==> config.mk <==
export PLATFORM = sky130hd
export DESIGN_NAME = sha_schedule_controller_flat
export DESIGN_NICKNAME = d
export VERILOG_FILES = /design/src/rtl/sha_schedule_pkg.sv /design/src/rtl/sha_schedule_controller_if.sv /design/src/rtl/sha_schedule_step.sv /design/src/rtl/sha_schedule_controller.sv /design/src/flat_wrapper.sv
export SDC_FILE = /design/constraint.sdc
export NUM_CORES = 2
export LEC_CHECK = 0
export ABC_AREA = 1
export BUFFER_PORTS_ARGS = -buffer_cell sky130_fd_sc_hd__buf_2
export CAP_MARGIN = 20
export CORE_MARGIN = 2
export CORE_UTILIZATION = 46
export DETAILED_ROUTE_END_ITERATION = 8
export PLACE_DENSITY_LB_ADDON = 0.1
export SYNTH_ARGS = -nofsm -noshare
export SYNTH_HDL_FRONTEND = slang
export SYNTH_HIERARCHICAL = 1
export SYNTH_SLANG_ARGS = --single-unit
==> constraint.sdc <==
create_clock -name clk -period 36.8 [get_ports clk]
set_input_delay 1.84 -clock clk [delete_from_list [all_inputs] [get_ports clk]]
set_output_delay 1.84 -clock clk [all_outputs]
set_load 0.02 [all_outputs]
==> src/rtl/sha_schedule_pkg.sv <==
// Shared types and helpers for SHA-256 message-schedule expansion.
package sha_schedule_pkg;

    localparam int unsigned WORD_W        = 32;
    localparam int unsigned BLOCK_WORDS   = 16;
    localparam int unsigned T_W           = 6;
    localparam int unsigned SHA256_ROUNDS = 64;

    typedef logic [WORD_W-1:0]                   word_t;
    typedef logic [BLOCK_WORDS-1:0][WORD_W-1:0]  block_t;

    typedef enum logic {
        IDLE = 1'b0,
        RUN  = 1'b1
    } state_e;

    // Small sigma 0: ROTR7 ^ ROTR18 ^ SHR3
    function automatic word_t sigma0(input word_t x);
        return {x[6:0], x[31:7]} ^ {x[17:0], x[31:18]} ^ (x >> 3);
    endfunction

    // Small sigma 1: ROTR17 ^ ROTR19 ^ SHR10
    function automatic word_t sigma1(input word_t x);
        return {x[16:0], x[31:17]} ^ {x[18:0], x[31:19]} ^ (x >> 10);
    endfunction

endpackage

==> src/rtl/sha_schedule_controller_if.sv <==
// Block-in / word-out handshake bundle of the schedule controller.
interface sha_schedule_controller_if;
    import sha_schedule_pkg::*;

    logic                 blk_valid_i;
    logic                 blk_ready_o;
    block_t               blk_i;
    logic                 w_valid_o;
    logic                 w_ready_i;
    word_t                w_o;
    logic [T_W-1:0]       t_o;
    logic                 last_o;
    logic                 busy_o;
    logic                 done_o;

    // Controller side
    modport slave (
        input  blk_valid_i, blk_i, w_ready_i,
        output blk_ready_o, w_valid_o, w_o, t_o, last_o, busy_o, done_o
    );

    // Producer/consumer side
    modport master (
        output blk_valid_i, blk_i, w_ready_i,
        input  blk_ready_o, w_valid_o, w_o, t_o, last_o, busy_o, done_o
    );

endinterface

==> src/rtl/sha_schedule_step.sv <==
// One expansion step: W_{t+16} from the 16-word window holding W_t..W_{t+15}.
module sha_schedule_step
    import sha_schedule_pkg::*;
(
    input  block_t win_i,
    output word_t  next_o
);

    // Window taps not used by the recurrence
    logic unused_taps;
    assign unused_taps = ^{win_i[15], win_i[13:10], win_i[8:2]};

    // Recurrence, mod 2^32
    assign next_o = sigma1(win_i[14]) + win_i[9] + sigma0(win_i[1]) + win_i[0];

endmodule

==> src/rtl/sha_schedule_controller.sv <==
// Accepts a 512-bit block and streams W_0..W_{ROUNDS-1} under backpressure.
module sha_schedule_controller
    import sha_schedule_pkg::*;
#(
    parameter int unsigned ROUNDS       = SHA256_ROUNDS,
    parameter bit          BACK_TO_BACK = 1'b1
) (
    input  logic                       clk,
    input  logic                       rst,
    sha_schedule_controller_if.slave   bus
);

    localparam logic [T_W-1:0] T_LAST = T_W'(ROUNDS - 1);

    state_e          state_q;
    block_t          win_q;
    word_t           w_q;
    logic [T_W-1:0]  t_q;
    logic            last_q;
    logic            done_q;
    logic            pend_q;
    word_t           next_w;
    logic            blk_ready;
    logic            beat;
    logic            accept;

    sha_schedule_step u_step (
        .win_i  (win_q),
        .next_o (next_w)
    );

    // Block acceptance window: idle, or the final word when chaining blocks.
    // pend_q blocks a second acceptance while a stalled last word still waits.
    assign blk_ready = (state_q == IDLE) ||
                       (BACK_TO_BACK && (state_q == RUN) && last_q && !pend_q);
    assign beat      = (state_q == RUN) && bus.w_ready_i;
    assign accept    = bus.blk_valid_i && blk_ready;

    // Sequencer: window shift, round counter, block chaining and done pulse.
    // A block accepted while the last word is stalled is parked in the window;
    // the displayed word lives in w_q so it survives until its beat.
    always_ff @(posedge clk or posedge rst) begin
        if (rst) begin
            state_q <= IDLE;
            win_q   <= '0;
            w_q     <= '0;
            t_q     <= '0;
            last_q  <= 1'b0;
            done_q  <= 1'b0;
            pend_q  <= 1'b0;
        end else begin
            done_q <= 1'b0;
            unique case (state_q)
                IDLE: begin
                    if (accept) begin
                        win_q   <= bus.blk_i;
                        w_q     <= bus.blk_i[0];
                        t_q     <= '0;
                        last_q  <= 1'b0;
                        state_q <= RUN;
                    end
                end
                RUN: begin
                    if (beat) begin
                        if (!last_q) begin
                            win_q  <= {next_w, win_q[15:1]};
                            w_q    <= win_q[1];
                            t_q    <= t_q + T_W'(1);
                            last_q <= ((t_q + T_W'(1)) == T_LAST);
                        end else begin
                            done_q <= 1'b1;
                            if (pend_q) begin
                                w_q    <= win_q[0];
                                t_q    <= '0;
                                last_q <= 1'b0;
                                pend_q <= 1'b0;
                            end else if (accept) begin
                                win_q  <= bus.blk_i;
                                w_q    <= bus.blk_i[0];
                                t_q    <= '0;
                                last_q <= 1'b0;
                            end else begin
                                last_q  <= 1'b0;
                                state_q <= IDLE;
                            end
                        end
                    end else if (accept) begin
                        win_q  <= bus.blk_i;
                        pend_q <= 1'b1;
                    end
                end
                default: state_q <= IDLE;
            endcase
        end
    end

    assign bus.blk_ready_o = blk_ready;
    assign bus.w_valid_o   = (state_q == RUN);
    assign bus.busy_o      = (state_q == RUN);
    assign bus.w_o         = w_q;
    assign bus.t_o         = t_q;
    assign bus.last_o      = last_q;
    assign bus.done_o      = done_q;

endmodule

==> src/flat_wrapper.sv <==
// flat-port wrapper written by rule: the top's interface ports become plain ports
module sha_schedule_controller_flat import sha_schedule_pkg::*;
#(
    parameter int unsigned ROUNDS       = SHA256_ROUNDS,
    parameter bit          BACK_TO_BACK = 1'b1
)
  (clk, rst, bus_blk_valid_i, bus_blk_i, bus_w_ready_i, bus_blk_ready_o, bus_w_valid_o, bus_w_o, bus_t_o, bus_last_o, bus_busy_o, bus_done_o);
  sha_schedule_controller_if bus_i ();
  input  logic clk;
  input  logic rst;
  input wire logic [$bits(bus_i.blk_valid_i)-1:0] bus_blk_valid_i;
  input wire logic [$bits(bus_i.blk_i)-1:0] bus_blk_i;
  input wire logic [$bits(bus_i.w_ready_i)-1:0] bus_w_ready_i;
  output wire logic [$bits(bus_i.blk_ready_o)-1:0] bus_blk_ready_o;
  output wire logic [$bits(bus_i.w_valid_o)-1:0] bus_w_valid_o;
  output wire logic [$bits(bus_i.w_o)-1:0] bus_w_o;
  output wire logic [$bits(bus_i.t_o)-1:0] bus_t_o;
  output wire logic [$bits(bus_i.last_o)-1:0] bus_last_o;
  output wire logic [$bits(bus_i.busy_o)-1:0] bus_busy_o;
  output wire logic [$bits(bus_i.done_o)-1:0] bus_done_o;
  assign bus_i.blk_valid_i = bus_blk_valid_i;
  assign bus_i.blk_i = bus_blk_i;
  assign bus_i.w_ready_i = bus_w_ready_i;
  assign bus_blk_ready_o = bus_i.blk_ready_o;
  assign bus_w_valid_o = bus_i.w_valid_o;
  assign bus_w_o = bus_i.w_o;
  assign bus_t_o = bus_i.t_o;
  assign bus_last_o = bus_i.last_o;
  assign bus_busy_o = bus_i.busy_o;
  assign bus_done_o = bus_i.done_o;
  sha_schedule_controller #(.ROUNDS(ROUNDS), .BACK_TO_BACK(BACK_TO_BACK)) u_core (.clk(clk), .rst(rst), .bus(bus_i));
endmodule
# --- Word level (Yosys, flattened, before mapping) ---
# Cells that the tools add are included.
totals:
  register_bits: 554
  in_bits: 516
  out_inout_bits: 43
op_classes:
  addsub: 4
  n_eq_ne: 5
  n_mux: 30
  n_bitwise: 5
  reduce_logical: 9
op_table:
  columns: ["op", "n"]
  rows:
  - ["2-to-1 mux 512 bit", 4]
  - ["one-hot mux 512 bit (2 select lines)", 1]
  - ["2-to-1 mux 32 bit", 4]
  - ["adder 32 bit", 3]
  - ["one-hot mux 32 bit (2 select lines)", 1]
  - ["XOR 32 bit", 2]
  - ["XOR 32 x 22 -> 32 bit", 1]
  - ["XOR 32 x 29 -> 32 bit", 1]
  - ["2-to-1 mux 6 bit", 4]
  - ["2-to-1 mux 1 bit", 13]
  - ["one-hot mux 6 bit (2 select lines)", 1]
  - ["adder 6 x 1 -> 6 bit (second input constant)", 1]
  - ["equality test 6 bit (second input constant)", 1]
  - ["logical AND 1 bit", 4]
  - ["inequality test 2 x 1 -> 1 bit (second input constant)", 2]
  - ["inequality test 4 bit (second input constant)", 1]
  - ["one-hot mux 1 bit (2 select lines)", 2]
  - ["AND reduction 3 bit", 1]
  - ["inequality test 2 bit (second input constant)", 1]
  - ["AND reduction 2 bit", 1]
  - ["nonzero test 2 bit", 1]
  - ["logical NOT 1 bit", 1]
  - ["logical OR 1 bit", 1]
  - ["inverter 1 bit", 1]

# --- Depth between registers and ports, before layout ---
logic_depth:
  word_depth: 9
  ltp_mapped: 22

# --- By module ---
# Netlist, hierarchy kept.
modules_own_cells:
  columns: ["module", "instances", "cells_per_inst", "area_each_um2", "seq_area_each_um2"]
  rows:
  - ["sha_schedule_controller", 1, 4575, 30943.4, 13863.3]
  - ["sha_schedule_step", 1, 781, 5041.1, 0.0]

# --- Worst setup path before layout ---
# OpenSTA, ideal clock, no wires.
synth_timing:
  kind: "register to register"
  startpoint: "reg u_core/win_q[466] (netlist bit)"
  endpoint: "reg u_core/win_q[505] (netlist bit)"
  setup_ns: 0.117
  t_arrival_ns: 3.234
  required_ns: 36.683
  slack_ns: 33.449
  path_stages_with_launch: 20
  n_path_buf: 0
  period_less_slack_ns: 3.351
  path_cell_list: "dfrtp_1 xnor2_1 xor2_1 fa_1 fa_1 inv_1 ha_1 fa_1 nand3_1 nand3_1 nand2_1 nand2_1 nand3_1 nand3_1 nand2_1 nand2_1 nand2_1 nand2_1 nand3_1 nand2_1"
synth_between:
  elab_chain_cells: 8
synth_rtl:
  columns: ["item", "line_no", "rtl"]
  rows:
  - ["start: declaration", "sha_schedule_controller.sv:16", "block_t win_q;"]
  - ["start signal: assignment", "sha_schedule_controller.sv:56", "win_q <= bus.blk_i;"]
  - ["start signal: assignment", "sha_schedule_controller.sv:66", "win_q <= {next_w, win_q[15:1]};"]
  - ["start signal: assignment", "sha_schedule_controller.sv:78", "win_q <= bus.blk_i;"]
  - ["XOR 32 bit", "sha_schedule_pkg.sv:24", "return {x[16:0], x[31:17]} ^ {x[18:0], x[31:19]} ^ (x >> 10);"]
  - ["XOR 32 x 22 -> 32 bit *", "sha_schedule_pkg.sv:24", null]
  - ["adder 32 bit * (3 in series)", "sha_schedule_step.sv:14", "assign next_o = sigma1(win_i[14]) + win_i[9] + sigma0(win_i[1]) + win_i[0];"]
  - ["named net u_core.next_w[25]", "sha_schedule_controller.sv:22", "word_t next_w;"]
  - ["2-to-1 mux 512 bit *", "sha_schedule_controller.sv:65", "if (!last_q) begin"]
  - ["2-to-1 mux 512 bit *", "sha_schedule_controller.sv:64", "if (beat) begin"]
  - ["one-hot mux 512 bit (2 select lines) *", "sha_schedule_controller.sv:53", "unique case (state_q)"]
# Mark *: on every way through the listed nets, which the timed path passes. The rest lies on a longest branch.
# A chain may end at the register's enable or synchronous reset.

# --- Worst setup path in the final report ---
layout_timing:
  startpoint: "in bus_w_ready_i"
  endpoint: "reg u_core/win_q[352] (netlist bit)"
layout_between:
  elab_chain_cells: 3
  elab_cells_between_ends: 4
  cone_classes: "eq/ne (1); mux (2); reduce/logical (1)"
layout_rtl:
  columns: ["item", "line_no", "rtl"]
  rows:
  - ["start: declaration", "flat_wrapper.sv:13", "input wire logic [$bits(bus_i.w_ready_i)-1:0] bus_w_ready_i;"]
  - ["logical AND 1 bit *", "sha_schedule_controller.sv:36", "assign beat = (state_q == RUN) && bus.w_ready_i;"]
  - ["2-to-1 mux 512 bit", "sha_schedule_controller.sv:64", null]
  - ["one-hot mux 512 bit (2 select lines)", "sha_schedule_controller.sv:53", null]
# Mark *: on every way between the ends. The rest lies on a longest branch, timed or not.

==> run summary <==
Max Cap Viol -> 0
Yosys Warn Count -> 6
Share of post-route cells with drive strength above 1 -> 12.97%
Root Buffer -> clkbuf_16
Vias in the first global route -> 34.47k
Slowest CP cell -> buf_4
Most frequent cell after synthesis -> nand2_1
Mapped cell area -> 0.03598 sq mm
Crit share post-route -> 16.38%
Reg clk slew, reported paths -> 0.06 ns
Top FF cell, synth -> dfrtp_1
Leak pwr -> 22.17 nW
List of most frequent post-synthesis cells -> 1629 x nand2_1, 753 x nand3_1, 661 x inv_1
Worst IR drop on VDD -> 0.07924 mV
Die area -> 0.08048 sq mm
Max Root-Sink Buffers -> 3
Largest family of logic cells by synthesized area -> simple AND/OR/NAND/NOR gates
Chip Width -> 283.7 um
Drt pass-1 iters -> 8
Most common cell on crit path -> buf_4
Count of final hold-check violations -> 0
Final core occ -> 53.05%
Maximum clock rate -> 165.9 MHz
Avg Cell Area, Syn -> 6.719 sq um
Buffers and inverters on the worst path -> 6
Clk_lat worst skew -> 0.67 ns
WP data required -> 37.33 ns
Post-DRT Antenna Nets -> 0
Num rows -> 102
Largest net degree at the start of global routing -> 266
Crit path DAT -> 6.56 ns
Slew Viols, Final -> 67
Total Routing Usage GR -> 34.64%
Post-CTS Setup Bufs -> 0
Starting Density -> 46.45%
Final #Nets -> 6286
Hold Path Stages -> 2
DP Wirelength -> 104.2 mm
Setup violators final -> 0
H-tree depth -> 2
Post-synth EDFFs -> 0
Simple-Gate Fraction of Synth Area -> 35.17%
Final worst path period need -> 6.029 ns
Post-Synth XOR/XNOR Area -> 3.261%
Critical Path Fanout Max -> 265
Sequential share of the synthesized area -> 38.53%
Complex-gate fraction of the synthesized area -> 7.191%
TritonCTS buffer count -> 61
Mapped Nets -> 5967
Ranking of synthesized cells by area -> dfrtp_1 39%, nand2_1 17%, nand3_1 10%
Adder-cell share of the synthesized area -> 4.597%
Worst reg2reg startpoint -> u_core/bus.busy_o$_DFF_PP0_
Min-Delay Endpoint -> u_core/win_q[497]$_DFFE_PP0P_
Chip Height -> 283.7 um
Cells after Synth -> 5356
Power Dens Cells -> 102.2 mW/mm^2
Async S/R FF share, synth -> 100.0%
Failing checks -> max-slew violations
Critical Setup Path Class -> input port to flip-flop
Routability cong. -> 0.9663
Synth cell types -> 33
Cts hold-fix bufs -> 0
Multiplexer share of the synthesized area -> 0%
Largest area contributor in the netlist -> dfrtp_1
Port buffer count -> 558
CTS tree -> yes
DR vias -> 36.18k
RSZ-0062 raised after global routing -> no
Worst slew pin tran -> 1.573 ns
Reg2reg end -> u_core/win_q[352]$_DFFE_PP0P_
R2r setup slk -> 31.61 ns
DR iter-0 viols -> 3744
Slew HR -> -4.882%
Routed length per instance -> 20.97 um
Worst reg2reg path depth -> 10
DRC -> 0
CTS Sinks -> 554
CP cell instances -> buf_2, nand2_4, nor2_4, buf_4, inv_8, buf_12, buf_4, buf_4, nand3_1, nand3_1, nand2_1
Yosys top cell area share -> 38.53%
Run status -> finished with violations
Crit path capture type -> flip-flop
Final WL -> 142.0 mm
Setup TNS -> 0 ns
Via density -> 5.344
HP Class -> flip-flop to flip-flop
Filler cell count -> 7955
Top-level port count -> 559
Max stage delay on crit path -> 0.97 ns
Post-CTS Resized -> 0
GRT overflow -> 0
CORE AREA -> 0.07747 sq mm
First-pass GRT wire length -> 212.5 mm
Initial antenna violation count -> 13
Area delta synth->final -> 14.20%
Worst setup SP type -> input port
Worst-case clock skew -> 0.05631 ns
Crit-path leading delay family -> buffers and inverters
Hold path startpoint -> u_core/win_q[497]$_DFFE_PP0P_
Flops & latches, synth -> 554
==> registers in the layout, summed over array words and instances (netlist names) <==
signal             cells
u_core/win_q         512
u_core/bus.w_o        32
u_core/bus.t_o         6
u_core/bus.busy_o      1
u_core/bus.done_o      1
u_core/bus.last_o      1
u_core/pend_q          1
==> through the flow <==
step	cells	setup slack (ns)	cell area (sq um)	total power [mW]	hold slack [ns]
6_report	6769	30.77	41100	4.200	0.4786
5_1_grt	6768	30.30	41090	4.570	0.4901
4_1_cts	6764	30.71	41020	4.200	0.4810
3_5_place_dp	6649	30.05	38940	3.548	0.4646
3_3_place_gp	6649	30.09	38940	3.520	0.4606
2_1_floorplan	5356	19.47	35980	2.710	0.4491
==> cells in the final DEF, fill, tap and decap left out, types with 72 or more instances in the layout <==
cell type	count
nand2_1	1628
nand3_1	753
inv_1	659
nor2_1	603
buf_2	557
dfrtp_1	553
a21oi_1	300
o21ai_1	100
o21ai_0	98
xor2_1	72
==> routing by layer <==
layer | track usage, % | part of all wire (%) | up-vias
met4 | 18.45 | 6.2 | 20
met1 | 46.19 | 41 | 17290
met3 | 4.389 | 6.4 | 325
met5 | 0 | 0.089 | -
met2 | 55.12 | 46 | 1358
li1 | - | - | 17190
==> report_power, final <==
part | total [mW] | internal (mW) | switching, mW
Sequential | 0.955 | 0.774 | 0.181
Clock | 0.642 | 0.366 | 0.276
Combinational | 2.60 | 0.890 | 1.71
Total | 4.20 | 2.03 | 2.17
==> worst max-delay path by stage <==
stage	from	to	slack (ns)	cells past startpoint
finish	bus_w_ready_i	u_core/win_q[352]$_DFFE_PP0P_	30.77	11
floorplan	rst	u_core/bus.busy_o$_DFF_PP0_	19.47	1
global placement	bus_w_ready_i	u_core/win_q[357]$_DFFE_PP0P_	30.09	11
CTS	bus_w_ready_i	u_core/win_q[352]$_DFFE_PP0P_	30.71	11
global route	bus_w_ready_i	u_core/win_q[403]$_DFFE_PP0P_	30.30	11
detailed placement	bus_w_ready_i	u_core/win_q[358]$_DFFE_PP0P_	30.05	11
==> worst reg2reg max path, cell delays in order, from the launching register on <==
cell and delay, ns:
dfrtp_1 0.47, nand2_4 0.47, nor2_4 0.06, buf_4 0.29
inv_8 0.67, buf_12 0.84, buf_4 1.03, buf_4 0.91
nand3_1 0.16, nand3_1 0.13, nand2_1 0.08
==> kinds of logic (layout without fill, tap and decap cells) <==
logic type      Yosys count  in the layout
simple gates           3055           3055
fa+ha+maj                95             95
xor+xnor                134            134
other cells               0              2
buf+inv                1008           1379
compound gates          510            510
flops                   554            554
==> cell type report <==
type                    instances  area, sq um  share of cell area [%]
well taps                    1040         1301                   3.166
repair buffers                597         3203                   7.794
flip-flops and latches        554        13870                   33.74
inverters                     667         2519                   6.129
clock inverters                28        299.0                  0.7277
multi-input cells            3794        18120                   44.09
clock buffers                  87         1784                   4.342
diodes                          2        5.005                 0.01218
No activity file was read; power rests on OpenSTA's default activity.
